### config.mk
export PLATFORM = sky130hd
export DESIGN_NAME = uart_core
export DESIGN_NICKNAME = d
export VERILOG_FILES = /design/src/rtl/uart_core.sv
export SDC_FILE = /design/constraint.sdc
export NUM_CORES = 1
export LEC_CHECK = 0
export CORE_MARGIN = 4
export CORE_UTILIZATION = 51
export CTS_CLUSTER_DIAMETER = 200
export DETAILED_ROUTE_END_ITERATION = 10
export DONT_BUFFER_PORTS = 1
export PLACE_DENSITY_LB_ADDON = 0.15
export RECOVER_POWER = 25
export SLEW_MARGIN = 20
export SYNTH_ARGS = -nofsm -noshare
export SYNTH_HDL_FRONTEND = slang
export SYNTH_SLANG_ARGS = --single-unit
export TNS_END_PERCENT = 1
### constraint.sdc
create_clock -name clk -period 3 [get_ports clk]
set_input_delay 0.6 -clock clk [delete_from_list [all_inputs] [get_ports clk]]
set_output_delay 0.6 -clock clk [all_outputs]
set_load 0.1 [all_outputs]
### src/rtl/uart_core.sv
// Single-clock UART transceiver with internal bit timing, configurable framing,
// valid/ready byte handshakes and framing/parity/overrun reporting.
module uart_core #(
    parameter int CLKS_PER_BIT = 16,
    parameter int DATA_BITS    = 8,
    parameter int PARITY       = 0,
    parameter int STOP_BITS    = 1
) (
    input  logic                 clk,
    input  logic                 rst_n,
    input  logic [DATA_BITS-1:0] tx_data,
    input  logic                 tx_valid,
    output logic                 tx_ready,
    output logic                 tx_out,
    input  logic                 rx_in,
    output logic [DATA_BITS-1:0] rx_data,
    output logic                 rx_valid,
    input  logic                 rx_ready,
    output logic                 rx_parity_err,
    output logic                 rx_frame_err,
    output logic                 rx_overrun
);

    localparam int CW = $clog2(2 * CLKS_PER_BIT);
    localparam int BW = $clog2(DATA_BITS);
    localparam logic [CW-1:0] BIT_LAST  = CW'(CLKS_PER_BIT - 1);
    localparam logic [CW-1:0] HALF      = CW'(CLKS_PER_BIT / 2);
    localparam logic [CW-1:0] STOP_LAST = CW'(STOP_BITS * CLKS_PER_BIT - 1);
    localparam logic [BW-1:0] DATA_LAST = BW'(DATA_BITS - 1);
    localparam logic HAS_PARITY = (PARITY != 0);
    localparam logic ODD_PARITY = (PARITY == 1);

    // ------------------------------------------------------------------
    // Transmitter
    // ------------------------------------------------------------------
    typedef enum logic [2:0] {
        TX_IDLE, TX_START, TX_DATA, TX_PARITY, TX_STOP
    } tx_state_t;

    tx_state_t            tx_state_reg, tx_state_next;
    logic [CW-1:0]        tx_cnt_reg, tx_cnt_next;
    logic [BW-1:0]        tx_bit_reg, tx_bit_next;
    logic [DATA_BITS-1:0] tx_shift_reg, tx_shift_next;
    logic                 tx_par_reg, tx_par_next;
    logic                 tx_out_reg, tx_out_next;

    always_ff @(posedge clk or negedge rst_n) begin
        if (!rst_n) begin
            tx_state_reg <= TX_IDLE;
            tx_cnt_reg   <= '0;
            tx_bit_reg   <= '0;
            tx_shift_reg <= '0;
            tx_par_reg   <= 1'b0;
            tx_out_reg   <= 1'b1;
        end else begin
            tx_state_reg <= tx_state_next;
            tx_cnt_reg   <= tx_cnt_next;
            tx_bit_reg   <= tx_bit_next;
            tx_shift_reg <= tx_shift_next;
            tx_par_reg   <= tx_par_next;
            tx_out_reg   <= tx_out_next;
        end
    end

    // tx_out is registered from the next-state decision so the pin changes
    // on the same edge as the state, without combinational glitches.
    always_comb begin
        tx_state_next = tx_state_reg;
        tx_cnt_next   = tx_cnt_reg + 1'b1;
        tx_bit_next   = tx_bit_reg;
        tx_shift_next = tx_shift_reg;
        tx_par_next   = tx_par_reg;
        tx_out_next   = tx_out_reg;
        case (tx_state_reg)
            TX_IDLE: begin
                tx_cnt_next = '0;
                tx_out_next = 1'b1;
                if (tx_valid) begin
                    tx_shift_next = tx_data;
                    tx_par_next   = (^tx_data) ^ ODD_PARITY;
                    tx_bit_next   = '0;
                    tx_out_next   = 1'b0;
                    tx_state_next = TX_START;
                end
            end
            TX_START: begin
                if (tx_cnt_reg == BIT_LAST) begin
                    tx_cnt_next   = '0;
                    tx_out_next   = tx_shift_reg[0];
                    tx_state_next = TX_DATA;
                end
            end
            TX_DATA: begin
                if (tx_cnt_reg == BIT_LAST) begin
                    tx_cnt_next   = '0;
                    tx_shift_next = tx_shift_reg >> 1;
                    tx_bit_next   = tx_bit_reg + 1'b1;
                    if (tx_bit_reg == DATA_LAST) begin
                        tx_state_next = HAS_PARITY ? TX_PARITY : TX_STOP;
                        tx_out_next   = HAS_PARITY ? tx_par_reg : 1'b1;
                    end else begin
                        tx_out_next = tx_shift_reg[1];
                    end
                end
            end
            TX_PARITY: begin
                if (tx_cnt_reg == BIT_LAST) begin
                    tx_cnt_next   = '0;
                    tx_out_next   = 1'b1;
                    tx_state_next = TX_STOP;
                end
            end
            TX_STOP: begin
                if (tx_cnt_reg == STOP_LAST) begin
                    tx_cnt_next   = '0;
                    tx_out_next   = 1'b1;
                    tx_state_next = TX_IDLE;
                end
            end
            default: tx_state_next = TX_IDLE;
        endcase
    end

    assign tx_ready = (tx_state_reg == TX_IDLE);
    assign tx_out   = tx_out_reg;

    // ------------------------------------------------------------------
    // Receiver front end: two-flop synchroniser plus one delayed copy for
    // falling-edge detection; all preset high to match an idle line.
    // ------------------------------------------------------------------
    logic sync1_reg, sync2_reg, rxs_prev_reg;
    logic rxs;

    always_ff @(posedge clk or negedge rst_n) begin
        if (!rst_n) begin
            sync1_reg    <= 1'b1;
            sync2_reg    <= 1'b1;
            rxs_prev_reg <= 1'b1;
        end else begin
            sync1_reg    <= rx_in;
            sync2_reg    <= sync1_reg;
            rxs_prev_reg <= sync2_reg;
        end
    end

    assign rxs = sync2_reg;

    // ------------------------------------------------------------------
    // Receiver FSM
    // ------------------------------------------------------------------
    typedef enum logic [2:0] {
        RX_IDLE, RX_START, RX_DATA, RX_PARITY, RX_STOP, RX_WAIT_HIGH
    } rx_state_t;

    rx_state_t            rx_state_reg, rx_state_next;
    logic [CW-1:0]        rx_cnt_reg, rx_cnt_next;
    logic [BW-1:0]        rx_bit_reg, rx_bit_next;
    logic [DATA_BITS-1:0] rx_shift_reg, rx_shift_next;
    logic                 rx_par_reg, rx_par_next;
    logic                 frame_done, frame_perr, frame_ferr;

    always_ff @(posedge clk or negedge rst_n) begin
        if (!rst_n) begin
            rx_state_reg <= RX_IDLE;
            rx_cnt_reg   <= '0;
            rx_bit_reg   <= '0;
            rx_shift_reg <= '0;
            rx_par_reg   <= 1'b0;
        end else begin
            rx_state_reg <= rx_state_next;
            rx_cnt_reg   <= rx_cnt_next;
            rx_bit_reg   <= rx_bit_next;
            rx_shift_reg <= rx_shift_next;
            rx_par_reg   <= rx_par_next;
        end
    end

    always_comb begin
        rx_state_next = rx_state_reg;
        rx_cnt_next   = rx_cnt_reg + 1'b1;
        rx_bit_next   = rx_bit_reg;
        rx_shift_next = rx_shift_reg;
        rx_par_next   = rx_par_reg;
        frame_done    = 1'b0;
        frame_ferr    = 1'b0;
        frame_perr    = HAS_PARITY && (rx_par_reg != ((^rx_shift_reg) ^ ODD_PARITY));
        case (rx_state_reg)
            RX_IDLE: begin
                rx_cnt_next = '0;
                if (rxs_prev_reg && !rxs) begin
                    rx_state_next = RX_START;
                end
            end
            RX_START: begin
                // Mid-start-bit check; a line already back high was a glitch.
                if (rx_cnt_reg == HALF) begin
                    rx_cnt_next   = '0;
                    rx_bit_next   = '0;
                    rx_state_next = rxs ? RX_IDLE : RX_DATA;
                end
            end
            RX_DATA: begin
                if (rx_cnt_reg == BIT_LAST) begin
                    rx_cnt_next   = '0;
                    rx_shift_next = {rxs, rx_shift_reg[DATA_BITS-1:1]};
                    rx_bit_next   = rx_bit_reg + 1'b1;
                    if (rx_bit_reg == DATA_LAST) begin
                        rx_state_next = HAS_PARITY ? RX_PARITY : RX_STOP;
                    end
                end
            end
            RX_PARITY: begin
                if (rx_cnt_reg == BIT_LAST) begin
                    rx_cnt_next   = '0;
                    rx_par_next   = rxs;
                    rx_state_next = RX_STOP;
                end
            end
            RX_STOP: begin
                if (rx_cnt_reg == BIT_LAST) begin
                    rx_cnt_next   = '0;
                    frame_done    = 1'b1;
                    frame_ferr    = !rxs;
                    rx_state_next = rxs ? RX_IDLE : RX_WAIT_HIGH;
                end
            end
            RX_WAIT_HIGH: begin
                // A break must release before another start can be detected.
                rx_cnt_next = '0;
                if (rxs) begin
                    rx_state_next = RX_IDLE;
                end
            end
            default: rx_state_next = RX_IDLE;
        endcase
    end

    // ------------------------------------------------------------------
    // Receive holding register and handshake
    // ------------------------------------------------------------------
    logic [DATA_BITS-1:0] rx_data_reg;
    logic                 rx_valid_reg, rx_perr_reg, rx_ferr_reg, rx_overrun_reg;

    always_ff @(posedge clk or negedge rst_n) begin
        if (!rst_n) begin
            rx_data_reg    <= '0;
            rx_valid_reg   <= 1'b0;
            rx_perr_reg    <= 1'b0;
            rx_ferr_reg    <= 1'b0;
            rx_overrun_reg <= 1'b0;
        end else begin
            rx_overrun_reg <= 1'b0;
            if (frame_done && (!rx_valid_reg || rx_ready)) begin
                rx_data_reg  <= rx_shift_reg;
                rx_perr_reg  <= frame_perr;
                rx_ferr_reg  <= frame_ferr;
                rx_valid_reg <= 1'b1;
            end else if (frame_done) begin
                rx_overrun_reg <= 1'b1;
            end else if (rx_valid_reg && rx_ready) begin
                rx_valid_reg <= 1'b0;
            end
        end
    end

    assign rx_data       = rx_data_reg;
    assign rx_valid      = rx_valid_reg;
    assign rx_parity_err = rx_perr_reg;
    assign rx_frame_err  = rx_ferr_reg;
    assign rx_overrun    = rx_overrun_reg;

endmodule

==> impl_metrics.yaml <==
routing:
  routed-via-count: 1530
  wl_um: 4332
  viasPerCell: 5.350
  initialDrtViolationCount: 72
  first_pass_iters: 4
  drc: 0
  wl_per_cell_um: 15.15
  ant_nets: 0
clock_network:
  post_cts_resized: 0
  clock_latency_ps: 300
  cts.htree.levels: 2
  clk_pin_slew_ps: 90
  cts_buffer_depth: 2
  cts_made_buffers: 5
  cts_root_buffer: "clkbuf_8"
  cts_sinks: 53
  tritoncts: "yes"
  holdBufCountCts: 1
  postCtsSetupBuffers: 0
synth:
  synth_edf_count: 0
  syn_area_sq_um: 2654
  synth_cell_types: 47
  ys_async_sr_fraction_pct: 100.0
  ys_seq_area_share_pct: 50.17
  synth_most_common_cell: "dfrtp_1"
  ys_seq_elements: 53
  syn_nets: 246
  synth_top_area_share_pct: 46.20
  yosysWarningCount: 0
  synth_flop_cell: "dfrtp_1"
  postSynthCellCount: 221
  netlist.top_cell.by_area: "dfrtp_1"
  ys_top_cells_by_count: "dfrtp_1, o21ai_0, mux2_2"
  syn_area_per_cell_sq_um: 12.01
  synth_area_leaders: "dfrtp_1, mux2_2, ha_1"
layout:
  nNetsFinal: 243
  drive_gt1_share_pct: 19.18
  area_growth_pct: 4.998
  final_cells: 286
  final_area_sq_um: 2786
  n_antenna_cell: 0
worst_setup_path:
  cp-end-kind: "flip-flop"
  r2r_cells: 7
  crit_type: "flip-flop to flip-flop"
  crit_required_ps: 3180
  critPathArrivalTime_ps: 2420
  cp-start-kind: "flip-flop"
  cp_max_fo: 9
sta:
  fin_skew_ps: 6.345
  relSlewSlack_pct: 38.14
  slew_violations: 0
  hold_viol: 0
  tightest_slew_ps: 928.0
  finalCritPeriodShare_pct: 74.49
  layout_min_cycle_time_ps: 2235
  tns_ps: 0
  fmax_ghz: 0.4475
  setup_viol: 0
  rsz0062_at_grt: "false"
die:
  die_h_um: 80.14
  initial_core_util_pct: 54.38
  num_rows: 25
  die-area_sq_um: 6422
  core_area_sq_um: 4880
  die_w_um: 80.14
  ioPinCount: 27
worst_hold_path:
  hp-class: "input pin to asynchronous set/reset pin"
grt:
  grt_pass1_wl_um: 7424
  grt_use_total_pct: 14.92
  grt_pass1_vias: 1495
  grt_max_degree: 50
  overflow: 0
  antenna_found_initial: 0
placed_design:
  dp_hpwl_um: 3039
  gp_congestion: 0.7829
  placed_area_sq_um: 2678
  placedCellCount: 277
  place.port_buffers: 0
outcome:
  status: "finished, final reports clean"
power:
  p_leak_uw: 0.001286
  ir_drop_mv: 0.3507
  powerDensity_nw_per_um2: 714.3
job:
  maxCapViolCount: 0
-- layout by cell type, fill, tap and decap left out, types with 3 or more instances in the layout --
cell type  synthesis  layout
a21oi_1            4       4
clkbuf_8           0       5
dfrtp_1           49      49
dfstp_2            4       4
ha_1              12      12
inv_1             10      10
mux2_1             6       6
mux2_2            15      15
mux2_4             9       9
nand2_1           10      10
nand2b_1           9       9
nand3_1            4       4
nor2_1            11      11
nor2b_1            6       6
nor3b_1            4       4
o21ai_0           17      17
o22ai_1            3       3
-- per-stage QoR --
stage          worst slack [ps]  hold slack [ps]  utilization [%]  power, uW
5_1_grt                   634.3            110.7            57.10       2125
6_report                  765.3            131.6            57.10       1990
3_5_place_dp              770.6            306.8            54.87       1618
4_1_cts                   750.8            118.9            57.10       2017
3_3_place_gp              860.4            307.1            54.87       1574
2_1_floorplan             444.6            304.4                -       1536
-- final timing paths --
check	startpoint	end	slack (ps)
max	rx_cnt_reg[0]	rx_data[5]	770
min	rst_n	tx_out	130
max reg2reg	rx_cnt_reg[0]	rx_data[5]	770
min reg2reg	sync1_reg	rxs	360
max in group asynchronous	rst_n	tx_shift_reg[2]	2650
min in group clk	rx_in	sync1_reg	290
-- routing by layer --
metal | part of all wire [%] | vias up | global-route usage [%]
met5 | 0 | - | 0
li1 | - | 760 | -
met3 | 4.8 | 4 | 4.372
met1 | 46 | 746 | 20.50
met2 | 48 | 20 | 23.10
met4 | 0.90 | 0 | 4.054
-- worst max-delay path, cell delays in order, from the launching register on --
cell and delay (ps):
dfrtp_1 400, ha_1 200, nand3_1 110, inv_1 80, ha_1 280, nand4bb_1 180, nand2b_1 450, mux2_4 410
-- cell families after synthesis --
| group | Yosys count | share of synthesized area, % |
|---|---|---|
| buf+inv | 23 | 4.667 |
| other cells | 1 | 0.1413 |
| mux | 32 | 15.23 |
| fa+ha+maj | 14 | 6.412 |
| simple gates | 59 | 13.86 |
| flops | 53 | 50.17 |
| xor+xnor | 4 | 1.320 |
| compound gates | 35 | 8.204 |
-- where the power goes --
group	switching, uW	leakage [uW]	total, uW	internal (uW)
Clock	212	0.0000422	376	164
Sequential	229	0.000682	1090	862
Combinational	247	0.000562	524	277
Total	688	0.00129	1990	1300
-- final cells by class --
cell class	instances	area [sq um]
fill	438	2093
clock inverter	1	5.005
inverter	10	37.54
tap	67	83.83
multi-input combinational	145	1210
clock buffer	7	76.32
timing repair buffer	3	42.54
sequential	53	1331
No activity file was read; power rests on OpenSTA's default activity.
